`src/rtl/poly_mult_host_seq.sv`:
```
// poly_mult_host_seq
// On-FPGA command initiator for the poly_mult_top load/key/data interface.
// One accepted `go` performs this sequence:
//   1. write WEIGHT shift positions (keys 0..WEIGHT-1);
//   2. write NWORDS random-vector words (keys WEIGHT..WEIGHT+NWORDS-1);
//   3. issue the all-ones compute command on START_KEY;
//   4. wait for the target to finish;
//   5. capture the 128-bit result.
// Each command is a single-cycle load_o pulse. The target acknowledges it with
// a busy high/low handshake, and every handshake is guarded by a timeout.
//
// Ports
//   clk, rst                   : clock, synchronous active-high reset
//   go                         : start a sequence (sampled in IDLE only)
//   pos_valid/pos_ready/pos_data     : position stream, WEIGHT beats
//   word_valid/word_ready/word_data  : random-word stream, NWORDS beats
//   load_o, key_o, cmd_data_o  : registered command strobe, key, data
//   tgt_busy_i, tgt_data_i     : target busy flag and result data
//   res_valid, res_data        : one-cycle result pulse, held result
//   done, error                : sequence ended / ended by timeout
module poly_mult_host_seq #(
    parameter int          WEIGHT    = 2,
    parameter int          NWORDS    = 553,
    parameter int          LOGW      = 16,
    parameter logic [9:0]  START_KEY = 10'h3FF,
    parameter int          TIMEOUT_W = 24
) (
    input  logic              clk,
    input  logic              rst,
    input  logic              go,
    input  logic              pos_valid,
    output logic              pos_ready,
    input  logic [LOGW-1:0]   pos_data,
    input  logic              word_valid,
    output logic              word_ready,
    input  logic [31:0]       word_data,
    output logic              load_o,
    output logic [9:0]        key_o,
    output logic [127:0]      cmd_data_o,
    input  logic              tgt_busy_i,
    input  logic [127:0]      tgt_data_i,
    output logic              res_valid,
    output logic [127:0]      res_data,
    output logic              done,
    output logic              error
);

    localparam int MAX_BEATS = (WEIGHT > NWORDS) ? WEIGHT : NWORDS;
    localparam int IDX_W     = $clog2(MAX_BEATS + 1);

    // Timeout fires on the (2^TIMEOUT_W - 1)th cycle spent waiting.
    localparam logic [TIMEOUT_W-1:0] TMO_LAST = {{(TIMEOUT_W-1){1'b1}}, 1'b0};
    localparam logic [IDX_W-1:0]     POS_END  = IDX_W'(WEIGHT);
    localparam logic [IDX_W-1:0]     WORD_END = IDX_W'(NWORDS);
    localparam logic [9:0]           WORD_KEY0 = 10'(WEIGHT);

    typedef enum logic [2:0] {
        IDLE, POS, WORD, START, ACK_HI, ACK_LO, CAPTURE, FIN
    } state_t;

    state_t                 state;
    state_t                 ret_state;
    logic [IDX_W-1:0]       idx;
    logic [TIMEOUT_W-1:0]   tmo;

    // A data value of 0 is decoded by the target as a read, so a guard bit
    // just above the payload keeps every write command non-zero.
    function automatic logic [127:0] pos_cmd(input logic [LOGW-1:0] p);
        logic [127:0] c;
        c           = '0;
        c[LOGW-1:0] = p;
        c[LOGW]     = 1'b1;
        return c;
    endfunction

    function automatic logic [127:0] word_cmd(input logic [31:0] w);
        logic [127:0] c;
        c         = '0;
        c[31:0]   = w;
        c[32]     = 1'b1;
        return c;
    endfunction

    always_ff @(posedge clk) begin
        if (rst) begin
            state      <= IDLE;
            ret_state  <= IDLE;
            idx        <= '0;
            tmo        <= '0;
            load_o     <= 1'b0;
            key_o      <= '0;
            cmd_data_o <= '0;
            pos_ready  <= 1'b0;
            word_ready <= 1'b0;
            res_valid  <= 1'b0;
            res_data   <= '0;
            done       <= 1'b0;
            error      <= 1'b0;
        end else begin
            load_o    <= 1'b0;
            res_valid <= 1'b0;

            case (state)
                IDLE: begin
                    if (go) begin
                        done  <= 1'b0;
                        error <= 1'b0;
                        idx   <= '0;
                        if (WEIGHT == 0) begin
                            state      <= WORD;
                            word_ready <= 1'b1;
                        end else begin
                            state     <= POS;
                            pos_ready <= 1'b1;
                        end
                    end
                end

                POS: begin
                    if (pos_valid && pos_ready) begin
                        load_o     <= 1'b1;
                        key_o      <= 10'(idx);
                        cmd_data_o <= pos_cmd(pos_data);
                        pos_ready  <= 1'b0;
                        idx        <= idx + 1'b1;
                        tmo        <= '0;
                        ret_state  <= POS;
                        state      <= ACK_HI;
                    end
                end

                WORD: begin
                    if (word_valid && word_ready) begin
                        load_o     <= 1'b1;
                        key_o      <= WORD_KEY0 + 10'(idx);
                        cmd_data_o <= word_cmd(word_data);
                        word_ready <= 1'b0;
                        idx        <= idx + 1'b1;
                        tmo        <= '0;
                        ret_state  <= WORD;
                        state      <= ACK_HI;
                    end
                end

                START: begin
                    load_o     <= 1'b1;
                    key_o      <= START_KEY;
                    cmd_data_o <= '1;
                    tmo        <= '0;
                    ret_state  <= CAPTURE;
                    state      <= ACK_HI;
                end

                // A busy level already high here counts on the first cycle,
                // so even a single-cycle busy glitch acknowledges the command.
                ACK_HI: begin
                    if (tgt_busy_i) begin
                        state <= ACK_LO;
                    end else if (tmo == TMO_LAST) begin
                        error <= 1'b1;
                        done  <= 1'b1;
                        state <= IDLE;
                    end else begin
                        tmo <= tmo + 1'b1;
                    end
                end

                // Busy has dropped: resume the stream, move to the next
                // phase, or fetch the result after the compute command.
                ACK_LO: begin
                    if (!tgt_busy_i) begin
                        case (ret_state)
                            POS: begin
                                if (idx == POS_END) begin
                                    idx <= '0;
                                    if (NWORDS == 0) begin
                                        state <= START;
                                    end else begin
                                        state      <= WORD;
                                        word_ready <= 1'b1;
                                    end
                                end else begin
                                    state     <= POS;
                                    pos_ready <= 1'b1;
                                end
                            end
                            WORD: begin
                                if (idx == WORD_END) begin
                                    state <= START;
                                end else begin
                                    state      <= WORD;
                                    word_ready <= 1'b1;
                                end
                            end
                            default: state <= CAPTURE;
                        endcase
                    end else if (tmo == TMO_LAST) begin
                        error <= 1'b1;
                        done  <= 1'b1;
                        state <= IDLE;
                    end else begin
                        tmo <= tmo + 1'b1;
                    end
                end

                CAPTURE: begin
                    res_data  <= tgt_data_i;
                    res_valid <= 1'b1;
                    state     <= FIN;
                end

                FIN: begin
                    done  <= 1'b1;
                    state <= IDLE;
                end

                default: state <= IDLE;
            endcase
        end
    end

endmodule

```
`config.mk`:
```
export PLATFORM = sky130hd
export DESIGN_NAME = poly_mult_host_seq
export DESIGN_NICKNAME = d
export VERILOG_FILES = /design/src/rtl/poly_mult_host_seq.sv
export SDC_FILE = /design/constraint.sdc
export NUM_CORES = 1
export LEC_CHECK = 0
export BUFFER_PORTS_ARGS = -buffer_cell sky130_fd_sc_hd__buf_2
export CORE_AREA = 5 5 171 173
export DETAILED_ROUTE_END_ITERATION = 6
export DIE_AREA = 0 0 176 178
export PLACE_DENSITY = 0.71
export SLEW_MARGIN = 0
export SYNTH_ARGS = -nofsm -noshare
export SYNTH_HDL_FRONTEND = slang
export SYNTH_SLANG_ARGS = --single-unit
```
`constraint.sdc`:
```
create_clock -name clk -period 8.03 [get_ports clk]
set_input_delay 2.0075 -clock clk [delete_from_list [all_inputs] [get_ports clk]]
set_output_delay 2.0075 -clock clk [all_outputs]
set_load 0.02 [all_outputs]
```
# Word-level counts from Yosys, hierarchy flattened

Cells that the tools add are included.

Bits in registers: 312
Latch bits: 0
Memory bits (writable): 0
Bits in read-only memories: 0
Bits of input ports: 182
Output and inout bits: 272
Logic and storage cells: 115
Memories: 0

Add/subtract/negate cells: 3
Multiply operators: 0
Div/mod/pow operators: 0
$lt $le $gt $ge: 0
Equal/unequal tests: 24
Shift operators: 0
Mux-type cells: 57
Bitwise operators: 0
Reduce and logical (&&, ||, !) cells: 18

Operator list:

| operator              | number |
|---|---|
| $pmux 128 s3          | 1 |
| $mux 128              | 2 |
| $mux 24               | 5 |
| $pmux 24 s5           | 1 |
| $mux 10               | 8 |
| $pmux 10 s4           | 1 |
| $pmux 10 s3           | 1 |
| $add 24x1->24 const B | 1 |
| $eq 24x24->1 const B  | 1 |
| $mux 3                | 8 |
| $pmux 3 s8            | 1 |
| $mux 1                | 20 |
| $ne 2x2->1 const B    | 8 |
| $eq 3x3->1 const B    | 4 |
| $reduce_and 6->1      | 2 |
| $add 10x1->10 const B | 1 |
| $add 2x10->10 const A | 1 |
| $eq 10x10->1 const B  | 1 |
| $eq 10x2->1 const B   | 1 |
| $eq 3x2->1 const B    | 3 |
| $pmux 1 s3            | 3 |
| $pmux 3 s3            | 1 |
| $reduce_bool 3->1     | 3 |
| $reduce_and 4->1      | 2 |
| 16 further kinds      | 22 |

# Logic depth before layout (Yosys ltp)

Gate-level depths: netlist (run 1).

Depth after elaboration: 5
Mapped depth: 9

# Worst setup path before layout (run 1)

OpenSTA, ideal clock, no wires.

Path type: register -> output
Start: register, netlist name cmd_data_o[126]
End: output cmd_data_o[100]
Arrival: 2252 ps
Path slack: 3770 ps
Stages on the path, launching flop included: 2
Path through: dfxtp_1 -> buf_4

RTL lines:

| element   | RTL line | text |
|---|---|---|
| to (decl) | 39       | `output logic [127:0] cmd_data_o,` |

==> results of run 1 <==
[cell type report]
class | instances | area (um2) | share of cell area
Antenna cell | 11 | 27.5 | 0.00227
Clock buffer | 35 | 714 | 0.0589
Clock inverter | 13 | 115 | 0.00949
Inverter | 10 | 37.5 | 0.00309
Multi-Input combinational cell | 798 | 4130 | 0.340
Sequential cell | 216 | 4330 | 0.357
Tap cell | 346 | 433 | 0.0357
Timing Repair Buffer | 463 | 2350 | 0.194
[state kept, by name, summed over array words and instances, names as in the netlist]
| signal | count |
|---|---|
| idx | 10 |
| res_valid | 1 |
| done | 1 |
| ret_state | 1 |
| word_ready | 1 |
| state | 3 |
| pos_ready | 1 |
| key_o | 10 |
| load_o | 1 |
| tmo | 24 |
| res_data | 128 |
| cmd_data_o | 34 |
| error | 1 |
[layout by cell type (no fill, tap or decap), types with 4 or more instances in the layout]
master                        n
sky130_fd_sc_hd__a211oi_1     6
sky130_fd_sc_hd__a21oi_1    199
sky130_fd_sc_hd__a311oi_1     7
sky130_fd_sc_hd__a31oi_1      4
sky130_fd_sc_hd__and3_1      11
sky130_fd_sc_hd__and4_1       4
sky130_fd_sc_hd__buf_2      452
sky130_fd_sc_hd__buf_4       10
sky130_fd_sc_hd__clkbuf_1     6
sky130_fd_sc_hd__clkbuf_16   26
sky130_fd_sc_hd__clkinv_2     8
sky130_fd_sc_hd__dfxtp_1    214
sky130_fd_sc_hd__diode_2     11
sky130_fd_sc_hd__ha_1         6
sky130_fd_sc_hd__inv_1       10
sky130_fd_sc_hd__nand2_1    325
sky130_fd_sc_hd__nand3_1     19
sky130_fd_sc_hd__nand4_1      7
sky130_fd_sc_hd__nor2_1      27
sky130_fd_sc_hd__nor2b_1      4
sky130_fd_sc_hd__nor3_1       8
sky130_fd_sc_hd__nor4_1       6
sky130_fd_sc_hd__o211ai_1    32
sky130_fd_sc_hd__o21ai_0     14
sky130_fd_sc_hd__o21ai_1      4
sky130_fd_sc_hd__o31ai_1     18
sky130_fd_sc_hd__or3_1       23
sky130_fd_sc_hd__or4_1       19
sky130_fd_sc_hd__xnor2_1      7
[cell families after synthesis]
group	count (synthesis)	share of synthesized area
simple gates	471	0.220
mux	2	0.00223
buf+inv	196	0.118
xor+xnor	9	0.00826
flops	216	0.453
compound gates	310	0.190
fa+ha+maj	6	0.00786
[power groups by stage]
stage / Clock (W) / Sequential [W] / Combinational (W)
after detailed placement: 0 / 0.00126 / 0.00104
final: 0.00114 / 0.00124 / 0.00104
after global placement: 0 / 0.00126 / 0.00104
after global routing: 0.00121 / 0.00126 / 0.00111
after floorplan: 0 / 0.00130 / 0.000896
after CTS: 0.00117 / 0.00124 / 0.00105
[routing by layer]
metal,part of all wire,track usage
met1,0.38,0.231
met2,0.50,0.324
met3,0.089,0.0676
met4,0.030,0.0728
met5,0.00021,0
[stage by stage]
stage                      util  setup slack, ps  hold WS (ps)  power (W)
after floorplan               -             3770           444    0.00219
after global placement    0.410             3930           438    0.00230
after detailed placement  0.410             3840           441    0.00231
after CTS                 0.440             4010           449    0.00345
after global routing      0.441             3820           464    0.00358
final                     0.441             4080           445    0.00342
[worst min-delay path, delay by kind of cell (launching register included)]
kind	cells	cell delay (ps)
DFF	1	300
and+or+nand+nor	1	50
AOI/OAI and AO/OA	1	50
[how the worst max path moves through the flow]
stage | slack (ps) | cells after the start | end
6_report | 4080 | 2 | cmd_data_o[91]
3_3_place_gp | 3930 | 7 | tmo[1]$_SDFFE_PP0P_
3_5_place_dp | 3840 | 7 | tmo[1]$_SDFFE_PP0P_
5_1_grt | 3820 | 2 | cmd_data_o[86]
2_1_floorplan | 3770 | 1 | cmd_data_o[100]
4_1_cts | 4010 | 2 | cmd_data_o[91]
==> load_flow_metrics.sql, run 1 <==
INSERT INTO impl_metrics (metric_group, metric, value, unit) VALUES
('run_status', 'outcome', 'finished clean', ''),
('cts', 'clkLatencyLatePin', '540', 'ps'),
('cts', 'cts_tree', 'done', ''),
('floorplan', 'die-height', '178', 'um'),
('job', 'total_of_max_cap_violations', '0', ''),
('route', 'route.final.wire_length', '33.1', 'mm'),
('min_path', 'min-delay-start', 'cmd_data_o[26]$_SDFFE_PP0P_', ''),
('sta', 'period_share', '0.492', ''),
('worst_setup_path', 'end_kind', 'primary output', ''),
('sta', 'setup_viol_count_final', '0', ''),
('power_and_ir_drop', 'combinationalPowerShare', '0.303', ''),
('cts', 'clkSinkCount', '216', ''),
('yosys', 'synth-seq-cells', '216', ''),
('sta', 'unrepaired_setup_endpoints_after_global_routing', 'no', ''),
('min_path', 'hold_path_depth', '2', ''),
('worst_setup_path', 'startpoint_of_the_worst_setup_timing_path', 'cmd_data_o[126]$_SDFFE_PP0P_', ''),
('worst_setup_path', 'startpoint_type', 'register', ''),
('yosys', 'syn-instance-count', '1210', ''),
('yosys', 'synth_enable_flop_cells', '0', ''),
('final_layout', 'stdcell_area', '0.0121', 'mm2'),
('worst_setup_path', 'crit-reg2reg-capture', 'tmo[1]$_SDFFE_PP0P_', ''),
('worst_setup_path', 'critPathMaxFanout', '61', ''),
('worst_setup_path', 'cp_cell_sequence', 'buf_4 > buf_2', ''),
('power_and_ir_drop', 'switching_share', '0.382', ''),
('global_routing', 'grt_max_degree', '112', ''),
('yosys', 'dominant_cells_by_area_after_synthesis', 'sky130_fd_sc_hd__dfxtp_1 (45%), sky130_fd_sc_hd__nand2_1 (13%), sky130_fd_sc_hd__a21oi_1 (10%)', ''),
('sta', 'fmaxAchievable', '253', 'MHz'),
('cts', 'cts_hold_repair.buffers', '0', ''),
('route', 'route.vias.total', '9571', ''),
('placed_design', 'placed_cell_area', '0.0113', 'mm2'),
('global_routing', 'antenna_found_initial', '11', ''),
('cts', 'clock_tree.buffer_depth', '3', ''),
('power_and_ir_drop', 'standby_leakage_power', '5.23', 'nW'),
('worst_setup_path', 'worst_setup_path_class', 'reg -> out', ''),
('min_path', 'worst_case_hold_path_end_point', 'cmd_data_o[26]$_SDFFE_PP0P_', ''),
('yosys', 'share_of_the_yosys_chip_area_belonging_to_registers', '0.453', ''),
('worst_setup_path', 'worst_ep_arrival_time', '1950', 'ps'),
('yosys', 'synthesis.yosys.warnings', '0', ''),
('placed_design', 'portBuffers', '453', ''),
('worst_setup_path', 'r2r_setup_slack', '4810', 'ps'),
('route', 'routed_via_density', '5.06', ''),
('final_layout', 'synthToLayoutAreaGrowth', '27.1', '%'),
('yosys', 'synth_most_common_cell', 'sky130_fd_sc_hd__nand2_1', ''),
('route', 'drt-pass1-iter-count', '5', ''),
('power_and_ir_drop', 'pwr-share-seq', '0.364', ''),
('global_routing', 'grt_overflow', '0', ''),
('yosys', 'synth_cell_types', '59', ''),
('min_path', 'hp-class', 'reg -> reg', ''),
('floorplan', 'die_area', '0.0313', 'mm2'),
('worst_setup_path', 'timing.reg2reg.worst_path_depth', '6', ''),
('yosys', 'synth_top_cell_area_share', '0.453', ''),
('cts', 'post_cts_setup_inserts', '0', ''),
('worst_setup_path', 'critical-path-max-stage-delay', '700', 'ps'),
('sta', 'timing_worst_slew_pin_value', '1110', 'ps'),
('final_layout', 'layout.nets', '1703', ''),
('yosys', 'synth.cells.most_frequent', 'sky130_fd_sc_hd__nand2_1 (325), sky130_fd_sc_hd__dfxtp_1 (216), sky130_fd_sc_hd__a21oi_1 (199), sky130_fd_sc_hd__buf_4 (98), sky130_fd_sc_hd__clkbuf_1 (71)', ''),
('yosys', 'synth_area', '0.00955', 'mm2'),
('placed_design', 'placed_cells_incl_taps', '1833', ''),
('global_routing', 'grt_pass1_wl', '49.6', 'mm'),
('sta', 'final.setup.tns', '0', 'ps'),
('floorplan', 'placementRows', '61', ''),
('sta', 'final_worst_clock_skew', '22.1', 'ps'),
('cts', 'number_of_instances_resized_during_post_cts_repair', '0', ''),
('cts', 'tritoncts.num_buffers', '26', ''),
('placed_design', 'dp.final_hpwl', '23.7', 'mm'),
('floorplan', 'floorplan.die.width', '176', 'um'),
('power_and_ir_drop', 'vdd_drop_max', '0.000198', 'V'),
('power_and_ir_drop', 'clkPwrFrac', '0.333', ''),
('floorplan', 'floorplan.core_area', '0.0275', 'mm2'),
('power_and_ir_drop', 'pwr_density_cell', '282', 'mW/mm2'),
('yosys', 'syn_area_per_cell', '7.89', 'um2');
No activity file was read; power rests on OpenSTA's default activity.
==> run 2: changes to the inputs <==
--- a/config.mk
+++ b/config.mk
@@ -6,10 +6,10 @@
 export NUM_CORES = 1
 export LEC_CHECK = 0
 export BUFFER_PORTS_ARGS = -buffer_cell sky130_fd_sc_hd__buf_2
-export CORE_AREA = 5 5 171 173
+export CORE_AREA = 5 5 172 174
 export DETAILED_ROUTE_END_ITERATION = 6
-export DIE_AREA = 0 0 176 178
-export PLACE_DENSITY = 0.71
+export DIE_AREA = 0 0 177 179
+export PLACE_DENSITY = 0.7
 export SLEW_MARGIN = 0
 export SYNTH_ARGS = -nofsm -noshare
 export SYNTH_HDL_FRONTEND = slang
==> constraint.sdc (replaced) <==
create_clock -name clk -period 3.7 [get_ports clk]
set_input_delay 0.925 -clock clk [delete_from_list [all_inputs] [get_ports clk]]
set_output_delay 0.925 -clock clk [all_outputs]
set_load 0.02 [all_outputs]
==> run 2 against run 1 <==
  * Global-route usage fell by 1.2 points
  * Core utilization shrank 0.13 points
  * Final area grew 0.26%
  * Non-clock buffer count up 4
  * Sequential cell count stayed put
  * Clock power increased by 110%
  * First-iteration DRC count down 23%
  * Die area up 1.1%
==> load_flow_metrics.sql, run 2 (synthesized netlist as in run 1, its figures left out) <==
INSERT INTO impl_metrics (metric_group, metric, value, unit) VALUES
('floorplan', 'die-height', '179', 'um'),
('global_routing', 'antenna_found_initial', '5', ''),
('floorplan', 'die_area', '0.0317', 'mm2'),
('sta', 'final_worst_clock_skew', '12.1', 'ps'),
('global_routing', 'grt_overflow', '0', ''),
('route', 'maxUsedRoutingLayer', 'met4', ''),
('floorplan', 'floorplan.core_area', '0.0276', 'mm2'),
('worst_setup_path', 'worst_ep_arrival_time', '1940', 'ps'),
('final_layout', 'layout_top_registers', 'res_data x128, cmd_data_o x34, tmo x24', ''),
('global_routing', 'grt_pass1_vias', '8931', ''),
('cts', 'tritoncts.num_buffers', '24', ''),
('sta', 'setup_viol_count_final', '0', ''),
('worst_setup_path', 'critical_path.reg2reg.startpoint', 'state[0]$_SDFFE_PP0P_', ''),
('min_path', 'hold_path_depth', '2', ''),
('final_layout', 'post_route_cells_drive_above_1_share', '0.339', ''),
('final_layout', 'final_common_cell', 'sky130_fd_sc_hd__buf_2', ''),
('cts', 'clkSinkCount', '216', ''),
('final_layout', 'layout.cells.most_common_list', 'sky130_fd_sc_hd__buf_2 (452), sky130_fd_sc_hd__nand2_1 (325), sky130_fd_sc_hd__dfxtp_1 (215)', ''),
('job', 'total_of_max_cap_violations', '0', ''),
('global_routing', 'grt_pass1_wl', '47.4', 'mm'),
('worst_setup_path', 'timing.reg2reg.worst_path_depth', '7', ''),
('power_and_ir_drop', 'standby_leakage_power', '5.23', 'nW'),
('final_layout', 'largest_reg_flops', '128', ''),
('worst_setup_path', 'end_kind', 'primary output', ''),
('run_status', 'outcome', 'finished clean', ''),
('route', 'detailedRoute.firstIterationViolations', '513', ''),
('power_and_ir_drop', 'pwr_density_cell', '599', 'mW/mm2'),
('sta', 'relSlewSlack', '0.241', ''),
('final_layout', 'fillers', '2829', ''),
('cts', 'number_of_instances_resized_during_post_cts_repair', '0', ''),
('worst_setup_path', 'cp_cell_sequence', 'buf_2', ''),
('floorplan', 'placementRows', '61', ''),
('worst_setup_path', 'worst_path_dominant_cell_family', 'flip-flops', ''),
('sta', 'final_hold_viol_count', '0', ''),
('final_layout', 'synthToLayoutAreaGrowth', '27.4', '%'),
('global_routing', 'grt_max_degree', '117', ''),
('worst_setup_path', 'worst_setup_path_class', 'reg -> out', ''),
('route', 'postRouteAntennaNets', '0', ''),
('placed_design', 'globalplace.congestion', '0.890', ''),
('worst_setup_path', 'critical-path-max-stage-delay', '1080', 'ps'),
('route', 'wl_met2', '15.3', 'mm'),
('sta', 'layout_min_cycle_time', '2860', 'ps'),
('worst_setup_path', 'critical_path_top_delay_cell', 'sky130_fd_sc_hd__dfxtp_2', ''),
('route', 'routed_via_density', '5.01', ''),
('floorplan', 'initial_utilization', '0.346', ''),
('route', 'detail_route.drc_violations', '0', ''),
('route', 'detailroute.wirelength.met3', '3.32', 'mm'),
('cts', 'cts_root_buf', 'sky130_fd_sc_hd__clkbuf_16', ''),
('route', 'route.vias.total', '9607', ''),
('floorplan', 'floorplan.die.width', '177', 'um'),
('final_layout', 'max_flop_register', 'res_data', ''),
('cts', 'clock_tree.buffer_depth', '3', ''),
('worst_setup_path', 'crit-reg2reg-capture', 'tmo[17]$_SDFFE_PP0P_', ''),
('worst_setup_path', 'r2r_setup_slack', '1100', 'ps'),
('cts', 'cts-htree-levels', '1', ''),
('route', 'met1_length', '11.9', 'mm'),
('placed_design', 'dp.final_hpwl', '22.8', 'mm'),
('sta', 'fmaxAchievable', '349', 'MHz'),
('sta', 'timing_worst_slew_pin_value', '1140', 'ps'),
('cts', 'clkSlewWorstSetupHoldPaths', '60', 'ps'),
('placed_design', 'placed_cell_area', '0.0114', 'mm2'),
('min_path', 'worst_case_hold_path_end_point', 'cmd_data_o[22]$_SDFFE_PP0P_', ''),
('final_layout', 'stdcell_area', '0.0122', 'mm2'),
('worst_setup_path', 'worst-endpoint-required', '2770', 'ps'),
('cts', 'cts_hold_repair.buffers', '0', ''),
('route', 'route.detailed.wl_per_inst', '16.4', 'um'),
('cts', 'cts_tree', 'done', ''),
('placed_design', 'portBuffers', '453', ''),
('min_path', 'hp-class', 'reg -> reg', ''),
('floorplan', 'num_io_pins', '454', ''),
('route', 'route.final.wire_length', '31.4', 'mm'),
('global_routing', 'global_route.usage.total', '0.182', ''),
('final_layout', 'layout.nets', '1705', ''),
('worst_setup_path', 'critPathMaxFanout', '100', ''),
('cts', 'clkLatencyLatePin', '510', 'ps'),
('sta', 'unrepaired_setup_endpoints_after_global_routing', 'no', ''),
('worst_setup_path', 'timing.critical_path.buf_inv', '1', ''),
('sta', 'final.setup.tns', '0', 'ps'),
('power_and_ir_drop', 'vdd_drop_max', '0.000332', 'V'),
('route', 'drt-pass1-iter-count', '6', ''),
('worst_setup_path', 'startpoint_type', 'register', ''),
('sta', 'timing_max_transition_violations_final', '0', ''),
('cts', 'post_cts_setup_inserts', '0', ''),
('min_path', 'min-delay-start', 'cmd_data_o[22]$_SDFFE_PP0P_', ''),
('sta', 'period_share', '0.773', '');
run 2: through the flow:
step	cells	utilization	hold WS, ps	setup slack, ps	total power (W)
after floorplan	1210	-	444	523	0.00476
after global placement	1869	0.411	436	1070	0.00497
after detailed placement	1869	0.411	440	1010	0.00499
after CTS	1911	0.440	448	754	0.00737
after global routing	1916	0.440	466	633	0.00764
final	1916	0.440	445	838	0.00729
run 2: report_power, final:
| part | internal, W | switching, W |
|---|---|---|
| clock network | 0.00140 | 0.000951 |
| registers | 0.00247 | 0.000218 |
| logic | 0.000695 | 0.00156 |
run 2: metal layers:
metal  vias up  track usage
li1       4674            -
met1      4444        0.216
met2       430        0.309
met3        59       0.0586
met4         0       0.0674
met5         -            0
run 2: worst max-delay path by stage:
stage                                 startpoint                     endpoint  slack [ps]  cells past startpoint
global route        cmd_data_o[126]$_SDFFE_PP0P_               cmd_data_o[34]         630                      1
CTS                 cmd_data_o[126]$_SDFFE_PP0P_               cmd_data_o[79]         750                      1
global placement                      word_valid  cmd_data_o[16]$_SDFFE_PP0P_        1070                      6
detailed placement                    word_valid          tmo[9]$_SDFFE_PP0P_        1010                      6
floorplan           cmd_data_o[126]$_SDFFE_PP0P_              cmd_data_o[100]         520                      1
finish              cmd_data_o[126]$_SDFFE_PP0P_               cmd_data_o[66]         840                      1
run 2: area by class of cell:
cell class,instances,area (um2),area share
Sequential cell,216,4330,0.356
Multi-Input combinational cell,798,4130,0.339
Timing Repair Buffer,467,2400,0.198
Clock buffer,33,706,0.0580
Tap cell,378,473,0.0389
Clock inverter,9,76.3,0.00628
Inverter,10,37.5,0.00309
Antenna cell,5,12.5,0.00103
